===== src/rtl/audio_pwm_pkg.sv =====
// Shared defaults and helpers for the multi-channel PWM audio generator.
// Frame layout: channel c occupies bits [c*DATA_W +: DATA_W].
package audio_pwm_pkg;

  localparam int unsigned DEF_DATA_W   = 8;
  localparam int unsigned DEF_NUM_CH   = 2;
  localparam int unsigned DEF_PRESCALE = 1;

  // Helper widths bound the parametrisation: DATA_W <= 16, frame <= 256 bits.
  localparam int unsigned MAX_DATA_W  = 16;
  localparam int unsigned MAX_FRAME_W = 256;

  localparam int unsigned PERIOD_MAX = (32'd1 << DEF_DATA_W) - 32'd1;

  function automatic int unsigned period_max(input int unsigned w);
    return (32'd1 << w) - 32'd1;
  endfunction

  function automatic logic [MAX_DATA_W-1:0] frame_ch(
    input logic [MAX_FRAME_W-1:0] frame,
    input int unsigned            c,
    input int unsigned            w
  );
    return MAX_DATA_W'(frame >> (c * w)) & ({MAX_DATA_W{1'b1}} >> (MAX_DATA_W - w));
  endfunction

endpackage


===== src/rtl/audio_pwm_channel.sv =====
// One PWM channel: active compare register swapped in at period boundaries,
// compare against the shared counter and mute/enable gating into a registered pin.
module audio_pwm_channel
  import audio_pwm_pkg::*;
#(
  parameter int unsigned DATA_W = DEF_DATA_W
) (
  input  logic              clk,
  input  logic              reset,
  input  logic              en_i,
  input  logic              mute_i,
  input  logic              load_i,
  input  logic [DATA_W-1:0] pend_i,
  input  logic [DATA_W-1:0] cnt_i,
  output logic              pwm_o
);

  logic [DATA_W-1:0] active_q, active_d;
  logic              pwm_q, pwm_d;

  always_comb begin
    active_d = active_q;
    if (load_i) begin
      active_d = pend_i;
    end
    // Strict less-than: zero never drives high, all-ones leaves one low tick.
    pwm_d = en_i & ~mute_i & (cnt_i < active_q);
  end

  always_ff @(posedge clk) begin
    if (reset) begin
      active_q <= '0;
      pwm_q    <= 1'b0;
    end else begin
      active_q <= active_d;
      pwm_q    <= pwm_d;
    end
  end

  assign pwm_o = pwm_q;

endmodule


===== src/rtl/audio_pwm_multi.sv =====
// Multi-channel PWM audio generator: prescaled period counter, one-frame pending
// buffer on valid/ready, frame swap only at period boundaries, sticky underrun.
module audio_pwm_multi
  import audio_pwm_pkg::*;
#(
  parameter int unsigned DATA_W   = DEF_DATA_W,
  parameter int unsigned NUM_CH   = DEF_NUM_CH,
  parameter int unsigned PRESCALE = DEF_PRESCALE
) (
  input  logic                     clk,
  input  logic                     reset,
  input  logic                     enable,
  input  logic                     sample_valid,
  output logic                     sample_ready,
  input  logic [NUM_CH*DATA_W-1:0] sample_data,
  input  logic [NUM_CH-1:0]        mute,
  input  logic                     underrun_clr,
  output logic [NUM_CH-1:0]        pwm_out,
  output logic                     period_start,
  output logic                     underrun
);

  localparam int unsigned       PW       = (PRESCALE > 1) ? $clog2(PRESCALE) : 1;
  localparam logic [PW-1:0]     PRE_LAST = PW'(PRESCALE - 1);
  localparam logic [DATA_W-1:0] CNT_MAX  = DATA_W'(period_max(DATA_W));

  logic [PW-1:0]              presc_q, presc_d;
  logic [DATA_W-1:0]          cnt_q, cnt_d;
  logic [NUM_CH*DATA_W-1:0]   pend_q, pend_d;
  logic                       pend_full_q, pend_full_d;
  logic                       underrun_q, underrun_d;
  logic                       pstart_q, pstart_d;
  logic                       tick, boundary, accept, load;

  always_comb begin
    tick     = enable && (presc_q == PRE_LAST);
    boundary = tick && (cnt_q == CNT_MAX);
    accept   = sample_valid && !pend_full_q;
    load     = boundary && pend_full_q;

    presc_d = presc_q + PW'(1);
    if (!enable || tick) begin
      presc_d = '0;
    end

    // Counter wraps naturally at the boundary; disable parks it at zero.
    cnt_d = cnt_q;
    if (!enable) begin
      cnt_d = '0;
    end else if (tick) begin
      cnt_d = cnt_q + DATA_W'(1);
    end

    pend_d      = pend_q;
    pend_full_d = pend_full_q;
    if (load) begin
      pend_full_d = 1'b0;
    end
    if (accept) begin
      pend_d      = sample_data;
      pend_full_d = 1'b1;
    end

    // A missed frame outranks a simultaneous clear request.
    underrun_d = underrun_q;
    if (underrun_clr) begin
      underrun_d = 1'b0;
    end
    if (boundary && !pend_full_q) begin
      underrun_d = 1'b1;
    end

    pstart_d = boundary;
  end

  always_ff @(posedge clk) begin
    if (reset) begin
      presc_q     <= '0;
      cnt_q       <= '0;
      pend_q      <= '0;
      pend_full_q <= 1'b0;
      underrun_q  <= 1'b0;
      pstart_q    <= 1'b0;
    end else begin
      presc_q     <= presc_d;
      cnt_q       <= cnt_d;
      pend_q      <= pend_d;
      pend_full_q <= pend_full_d;
      underrun_q  <= underrun_d;
      pstart_q    <= pstart_d;
    end
  end

  for (genvar c = 0; c < NUM_CH; c++) begin : g_ch
    logic [DATA_W-1:0] pend_ch;
    logic              pwm_ch;

    assign pend_ch = DATA_W'(frame_ch(MAX_FRAME_W'(pend_q), c, DATA_W));

    audio_pwm_channel #(
      .DATA_W (DATA_W)
    ) u_chan (
      .clk    (clk),
      .reset  (reset),
      .en_i   (enable),
      .mute_i (mute[c]),
      .load_i (load),
      .pend_i (pend_ch),
      .cnt_i  (cnt_q),
      .pwm_o  (pwm_ch)
    );

    assign pwm_out[c] = pwm_ch;
  end

  assign sample_ready = !pend_full_q;
  assign period_start = pstart_q;
  assign underrun     = underrun_q;

endmodule

===== config.mk =====
export PLATFORM = sky130hd
export DESIGN_NAME = audio_pwm_multi
export DESIGN_NICKNAME = d
export VERILOG_FILES = /design/src/rtl/audio_pwm_pkg.sv /design/src/rtl/audio_pwm_channel.sv /design/src/rtl/audio_pwm_multi.sv
export SDC_FILE = /design/constraint.sdc
export NUM_CORES = 1
export LEC_CHECK = 0
export CAP_MARGIN = 40
export CORE_AREA = 2 2 67 69
export CTS_BUF_LIST = sky130_fd_sc_hd__clkbuf_2
export DETAILED_ROUTE_END_ITERATION = 10
export DIE_AREA = 0 0 69 71
export GPL_ROUTABILITY_DRIVEN = 0
export GPL_TIMING_DRIVEN = 0
export PLACE_DENSITY = 0.86
export SYNTH_ARGS = -nofsm -noshare
export SYNTH_HDL_FRONTEND = slang
export SYNTH_SLANG_ARGS = --single-unit

===== constraint.sdc =====
create_clock -name clk -period 3.45 [get_ports clk]
set_clock_uncertainty 0.2 [all_clocks]
set_input_delay 0.8625 -clock clk [delete_from_list [all_inputs] [get_ports clk]]
set_output_delay 0.8625 -clock clk [all_outputs]
set_load 0.05 [all_outputs]

=== Word-level counts from Yosys, hierarchy flattened ===
Index checks and enable logic that the tools add are counted.

* Logic and storage cells: 39
* Register bits: 46
* Output and inout port bits: 5
* Memory bits (writable): 0
* Memories: 0
* Bits in latches: 0
* Memory bits (read-only): 0
* Input port bits: 23

* Divide/modulo/power cells: 0
* Order comparisons: 2
* Reduce and logical (&&, ||, !) cells: 12
* Mux-type cells: 4
* Equal/unequal tests: 1
* Bitwise operators: 8
* Add/subtract/negate cells: 2
* Shift operators: 0
* Multiply operators: 0

{| class="wikitable"
|+ Operators with widths
! kind !! count
|-
| < comparator 8 bit || 2
|-
| adder 8 x 1 -> 8 bit, second input constant || 1
|-
| equality test 8 bit, second input constant || 1
|-
| logical AND 1 bit || 5
|-
| AND 1 bit || 4
|-
| 2-to-1 mux 1 bit || 4
|-
| inverter 1 bit || 4
|-
| nonzero test 2 bit || 2
|-
| OR reduction 2 bit || 2
|-
| logical NOT 1 bit || 2
|-
| adder 1 bit, second input constant || 1
|-
| logical OR 1 bit || 1
|}

=== Longest topological paths before layout ===
Gate-level depths: netlist of run 1.

* Word-level depth: 6
* Mapped depth: 6
* Gate-level depth less buffers: 5

=== Modules after synthesis ===
From an unflattened synthesis of run 1, not the netlist that was laid out.

* Cells, all modules: 231
* Area, all modules: 2,083.2 um2

{| class="wikitable"
|+ By module, submodules not included
! module !! area an instance (um2) !! cells each !! sequential area each (um2) !! instances
|-
| audio_pwm_multi || 1,097.3 || 131 || 560.5 || 1
|-
| audio_pwm_channel || 493.0 || 50 || 180.2 || 2
|}

=== Least setup slack after synthesis of run 1 ===
OpenSTA, ideal clock, no wires.

* Kind: input -> register
* Start: input enable
* End: register g_ch[0].u_chan.active_q[0]
* Data required time: 3.178 ns
* Path buffers: 2
* Arrival time: 1.717 ns
* Setup slack: 1.461 ns
* Stages on the path: 5
* Library setup time: 0.072 ns
* Path through: nand4b_4 > nor4_4 > buf_6 > buf_12 > mux2i_1

* Word-level cells in the longest chain between the ends: 3

{| class="wikitable"
|+ Ends and longest elaborated chain
! item !! RTL line !! source
|-
| start: declaration || audio_pwm_multi.sv:12 || <nowiki>input logic enable,</nowiki>
|-
| logical AND 1 bit || audio_pwm_multi.sv:36 || <nowiki>tick = enable && (presc_q == PRE_LAST);</nowiki>
|-
| logical AND 1 bit || audio_pwm_multi.sv:37 || <nowiki>boundary = tick && (cnt_q == CNT_MAX);</nowiki>
|-
| logical AND 1 bit || audio_pwm_multi.sv:39 || <nowiki>load = boundary && pend_full_q;</nowiki>
|-
| end signal: assignment || audio_pwm_channel.sv:35 || <nowiki>active_q <= active_d;</nowiki>
|-
| end: declaration || audio_pwm_channel.sv:18 || <nowiki>logic [DATA_W-1:0] active_q, active_d;</nowiki>
|}

No other way between the ends.
A chain may end at the register's enable or synchronous reset.

=== Final worst setup path of run 1 ===
* Start: register pend_full_q
* End: output sample_ready

* Word-level cells in the longest chain between the ends: 1

{| class="wikitable"
|+ Ends and longest elaborated chain
! item !! RTL line !! source
|-
| start: declaration || audio_pwm_multi.sv:30 || <nowiki>logic pend_full_q, pend_full_d;</nowiki>
|-
| start signal: assignment || audio_pwm_multi.sv:88 || <nowiki>pend_full_q <= pend_full_d;</nowiki>
|-
| logical NOT 1 bit || audio_pwm_multi.sv:116 || <nowiki>assign sample_ready = !pend_full_q;</nowiki>
|-
| end: declaration || audio_pwm_multi.sv:14 || <nowiki>output logic sample_ready,</nowiki>
|}

No other way between the ends.

==> results of run 1 <==
==> through the flow <==
stage          power, mW  hold WS (ns)  instances  area [µm²]   util
2_1_floorplan      0.605         0.237        248        2230      -
3_3_place_gp       0.643         0.244        327        2570  0.611
3_5_place_dp       0.645         0.248        327        2570  0.611
4_1_cts             1.00         0.272        335        2660  0.632
5_1_grt             1.04         0.293        335        2660  0.632
6_report           0.998         0.272        335        2660  0.632
==> how the worst max path moves through the flow <==
stage               cells past startpoint  slack (ns)                          to
global placement                        5        0.75        g_ch[1].u_chan.pwm_o
CTS                                     2        0.65                sample_ready
global route                            2        0.57                sample_ready
finish                                  2        0.65                sample_ready
detailed placement                      5        0.69        g_ch[0].u_chan.pwm_o
floorplan                               5        1.46  g_ch[0].u_chan.active_q[0]
==> final cells by class <==
class                      instances  area, µm²  area share
inverter                          18       67.6      0.0254
multi-input combinational        170       1160       0.436
tap                               52       65.1      0.0245
sequential                        46        921       0.347
timing repair buffer              27        270       0.102
buffer                            14       85.1      0.0320
clock buffer                       5       25.0     0.00942
clock inverter                     3       63.8      0.0240
==> cells in the final DEF, fill, tap and decap left out, types with 4 or more instances in the layout <==
cell and count:
a21oi_1 21, inv_1 17, nand2_1 36, nand2b_1 36, a2111oi_0 4, nor2_1 7, mux2i_1 17, clkdlybuf4s50_1 27
dfxtp_1 46, ha_1 15, clkbuf_1 9, clkbuf_2 5
==> routing by layer <==
layer	routed length, µm	share of wire	vias to the layer above
met2	1960	0.47	33
met1	1950	0.47	782
met4	56	0.014	0
li1	-	-	895
met3	156	0.038	5
met5	0	0	-
==> power by group <==
group          switching (mW)  internal [mW]
logic                  0.0348         0.0439
clock network           0.172          0.193
registers             0.00935          0.546
total                   0.216          0.782
==> sequential cells by signal, summed over array words and instances, names as in the netlist <==
name	cells
g_ch.u_chan.active_q	16
underrun	1
pend_full_q	1
presc_q	1
period_start	1
pend_q	16
g_ch.u_chan.pwm_o	2
cnt_q	8
==> worst reg2reg max path: stages (launching register included) <==
cell	delay (ns)
dfxtp_1	0.49
ha_1	0.25
nand4b_4	0.16
nor4_4	0.30
buf_6	0.20
buf_12	0.15
mux2i_1	0.20
==> kinds of logic after synthesis <==
family	after synthesis
AO/OA/AOI/OAI	34
XOR/XNOR	2
adder cells (fa/ha/maj)	15
buffers and inverters	32
flip-flops	46
multiplexers	17
other	1
AND/OR/NAND/NOR	101
==> flow_summary.yaml, run 1 <==
status:
  status: "complete, no violations"
placement:
  dp_slack_ns: 0.688
  io_buffers: 27
  hpwl_mm: 3.22
worst_hold_path:
  holdCritStartpoint: "pend_q[0]"
  min-delay-path-class: "reg -> reg"
  hold_depth: 2
  whs_endpoint: "pend_q[0]"
grt:
  use_met2: 0.307
  top_usage_layer: "met2"
  grt_max_degree: 15
  grt_pass1_wl_mm: 7.13
  grt-ovfl-total: 0
  grt_usage: 0.178
  grt_pass1_vias: 1618
  met1_usage: 0.226
  grt_antenna_before_repair: 0
  gr-usage-met3: 0.0385
floorplanning:
  rows: 24
  initial_utilization: 0.531
  dieArea_um2: 4900
  io-pin-count: 28
  core_um2: 4200
  die_h_um: 71
  die_width_um: 69
clock_network:
  cts-resized-gates: 0
  clockRootBuffer: "clkbuf_2"
  cts_tree: "yes"
  clk_latency_ns: 0.41
  cts.sinks: 46
  clkTransAtPathRegs_ns: 0.22
  post_cts_buffers: 0
  h-tree-depth: 2
  cts_buffers: 5
  hold_buffers: 0
  cts.path.max_buffers: 2
layout:
  drive_gt1_frac: 0.0671
  nNetsFinal: 320
  fillCellCount: 364
  area_delta_synth_final_pct: 19.0
  num_antenna_cells: 0
sta:
  worst_slack_ns: 0.652
  post-route-min-period_ns: 2.80
  drv_slew: 0
  tns_ns: 0
  finalSetupViolations: 0
  post-route-period-util: 0.811
  fmax_ghz: 0.357
  rsz0062_at_grt: "no"
  hold_viol: 0
yosys:
  synth_warnings: 0
  synth_common_cells: "dfxtp_1 (46), nand2_1 (36), nand2b_1 (36), a21oi_1 (21)"
  synth_mux_area_frac: 0.0762
  synth_seq_cells: 46
  yosysMostFrequentCell: "dfxtp_1"
  yosys-top-cells-area: "dfxtp_1 (41%), nand2b_1 (10%), ha_1 (8.4%)"
  syn_area_per_cell_um2: 9.00
  synth_top_family_by_area: "simple AND/OR/NAND/NOR gates"
  yosys.area.top_type: "dfxtp_1"
  yosys.area_share.simple: 0.253
  ys_types: 36
  synth-compound-area-share: 0.0964
  synth-main-ff-cell: "dfxtp_1"
  synthAdderAreaFrac: 0.0841
  synthArstFlopShare: 0
  syn-num-nets: 286
  synth_seq_area_share: 0.413
  synth_top_cell_area_share: 0.413
  synth_edf_count: 0
  postSynthCellCount: 248
  syn_area_um2: 2230
  synthXorXnorAreaFrac: 0.00785
route:
  drc_errors: 0
  wl_per_cell_um: 12.3
  ant_nets: 0
  drt-initial-drc-count: 36
  via_per_inst: 5.12
  drt_wl_total_mm: 4.12
  vias: 1715
  drt_pass1_iterations: 5
critical_path:
  worstRegToRegCells: 6
  worst_path_largest_cell_delay_ns: 0.79
  crit_family: "buffers and inverters"
  crit_start: "pend_full_q"
  worstPathCellList: "inv_1, clkdlybuf4s50_1"
  critPathSlowestCell: "clkdlybuf4s50_1"
  cp_max_fo: 6
  cp.required_ns: 2.39
  reg2reg_to: "g_ch[0].u_chan.active_q[0]"
  path_buf_inv: 2
  crit_path_end_kind: "output port"
  r2r_setup_slack_ns: 1.46
  r2r_start: "cnt_q[0]"
  worst-setup-path-type: "reg -> out"
  crit_path_start_kind: "flip-flop"
  crit_arrival_ns: 1.74
power:
  peakVddDrop_v: 0.000277
  p_leak_nw: 1.03
  power.density_nw_per_um2: 376
job:
  max-cap-violations: 0
Note: power is estimated with default switching activity, not from simulation.
==> inputs of run 2 (changes only) <==
--- a/config.mk
+++ b/config.mk
@@ -6,13 +6,13 @@
 export NUM_CORES = 1
 export LEC_CHECK = 0
 export CAP_MARGIN = 40
-export CORE_AREA = 2 2 67 69
+export CORE_AREA = 2 2 70 72
 export CTS_BUF_LIST = sky130_fd_sc_hd__clkbuf_2
 export DETAILED_ROUTE_END_ITERATION = 10
-export DIE_AREA = 0 0 69 71
+export DIE_AREA = 0 0 72 74
 export GPL_ROUTABILITY_DRIVEN = 0
 export GPL_TIMING_DRIVEN = 0
-export PLACE_DENSITY = 0.86
+export PLACE_DENSITY = 0.83
 export SYNTH_ARGS = -nofsm -noshare
 export SYNTH_HDL_FRONTEND = slang
 export SYNTH_SLANG_ARGS = --single-unit
==> constraint.sdc (replaced) <==
create_clock -name clk -period 2.3 [get_ports clk]
set_clock_uncertainty 0.2 [all_clocks]
set_input_delay 0.575 -clock clk [delete_from_list [all_inputs] [get_ports clk]]
set_output_delay 0.575 -clock clk [all_outputs]
set_load 0.05 [all_outputs]
==> flow_summary.yaml, run 2 (synthesis gave the netlist of run 1 again) <==
status:
  status: "complete, no violations"
floorplanning:
  io-pin-count: 28
  core_um2: 4600
  die_h_um: 74
  die_width_um: 72
  initial_utilization: 0.485
  dieArea_um2: 5330
  rows: 25
sta:
  rsz0062_at_grt: "no"
  finalSetupViolations: 0
  drv_slew: 0
  tns_ns: 0
  worst_slack_ns: 0.144
  post-route-period-util: 0.937
  post-route-min-period_ns: 2.16
  fmax_ghz: 0.464
  hold_viol: 0
critical_path:
  critPathSlowestCell: "dlygate4sd2_1"
  worst_path_largest_cell_delay_ns: 0.51
  worstPathCellList: "buf_4, dlygate4sd2_1"
  crit_arrival_ns: 1.38
  cp_max_fo: 1
  crit_path_end_kind: "output port"
  crit_path_start_kind: "flip-flop"
  worst-setup-path-type: "reg -> out"
  cp.required_ns: 1.52
grt:
  grt_antenna_before_repair: 0
  grt_pass1_vias: 1663
  grt_max_degree: 17
  grt_usage: 0.166
  grt_pass1_wl_mm: 7.02
  grt-ovfl-total: 0
route:
  drt_wl_total_mm: 4.11
  wl_per_cell_um: 12.2
  drt_pass1_iterations: 4
  via_per_inst: 5.06
  drt-initial-drc-count: 64
  drc_errors: 0
  ant_nets: 0
  vias: 1705
power:
  power.density_nw_per_um2: 502
  clock_power_share: 0.275
  combinationalPowerShare: 0.090
  p_switching_mw: 0.347
  p_sw_frac: 0.264
  peakVddDrop_v: 0.000327
  p_leak_nw: 1.03
  seq_power_share: 0.635
  p_int_mw: 0.965
clock_network:
  clkTransAtPathRegs_ns: 0.25
  cts.path.max_buffers: 2
  h-tree-depth: 2
  clockRootBuffer: "clkbuf_2"
  cts.sinks: 46
  cts_tree: "yes"
  clk_latency_ns: 0.41
  hold_buffers: 0
  cts_buffers: 5
layout:
  nNetsFinal: 320
  mostFrequentLayoutCell: "dfxtp_1"
  drive_gt1_frac: 0.0742
  num_antenna_cells: 0
  area_delta_synth_final_pct: 16.9
  final_cell_mix: "dfxtp_1 (46), nand2_1 (36), nand2b_1 (36)"
  final_cell_area_um2: 2610
  top_regs: "g_ch.u_chan.active_q (16), pend_q (16), cnt_q (8)"
placement:
  io_buffers: 27
  hpwl_mm: 3.17
  dpl_cell_area_um2: 2570
  dp_slack_ns: -0.196
worst_hold_path:
  min-delay-path-class: "reg -> reg"
job:
  max-cap-violations: 0
==> run 2: layout make-up <==
class                           count  area (µm²)
Inverter                           18        67.6
Clock inverter                      3        25.0
Multi-Input combinational cell    170        1160
Clock buffer                        5        25.0
Sequential cell                    46         921
Fill cell                         410        1990
Buffer                             14        85.1
Tap cell                           54        67.6
Timing Repair Buffer               27         260
==> run 2: per-layer routing <==
| metal | track usage | wire length, µm |
|---|---|---|
| met1 | 0.206 | 2000 |
| met2 | 0.286 | 1900 |
| met3 | 0.0474 | 187 |
| met4 | 0.0419 | 23 |
| met5 | 0 | 0 |
==> run 2: power groups by stage <==
stage	registers [mW]	logic, mW	clock network [mW]
final	0.833	0.118	0.361
after CTS	0.833	0.119	0.376
after floorplan	0.843	0.0640	0
after global routing	0.836	0.130	0.405
after detailed placement	0.848	0.119	0
after global placement	0.847	0.117	0
==> run 2: worst paths after layout <==
path         slack [ns]                    endpoint  depth (start not counted)                 start
min reg2reg        0.27                  pend_q[13]                          2            pend_q[13]
max                0.14                  pwm_out[1]                          2  g_ch[1].u_chan.pwm_o
max reg2reg        0.32  g_ch[0].u_chan.active_q[6]                          6              cnt_q[0]
min                0.27                  pend_q[13]                          2            pend_q[13]
==> run 2: critical path: cells and delay by family (launching register included) <==
kind                   cells  cell delay, ns
buffers and inverters      2            0.60
flip-flops                 1            0.37
==> run 2: repair_timing <==
item                                    4_1_cts  5_1_grt
setup buffers                                 0        0
hold endpoints to repair                      0        0
pin swaps                                     0        0
gates resized for setup                       5        2
endpoints found under the setup margin        5        1
==> run 2: metrics by stage <==
stage	utilization	total power, mW	std cells	hold slack (ns)
after global routing	0.568	1.37	337	0.294
after global placement	0.559	0.964	329	0.244
after floorplan	-	0.907	248	0.237
after detailed placement	0.559	0.967	329	0.248
final	0.568	1.31	337	0.274
after CTS	0.568	1.33	337	0.275
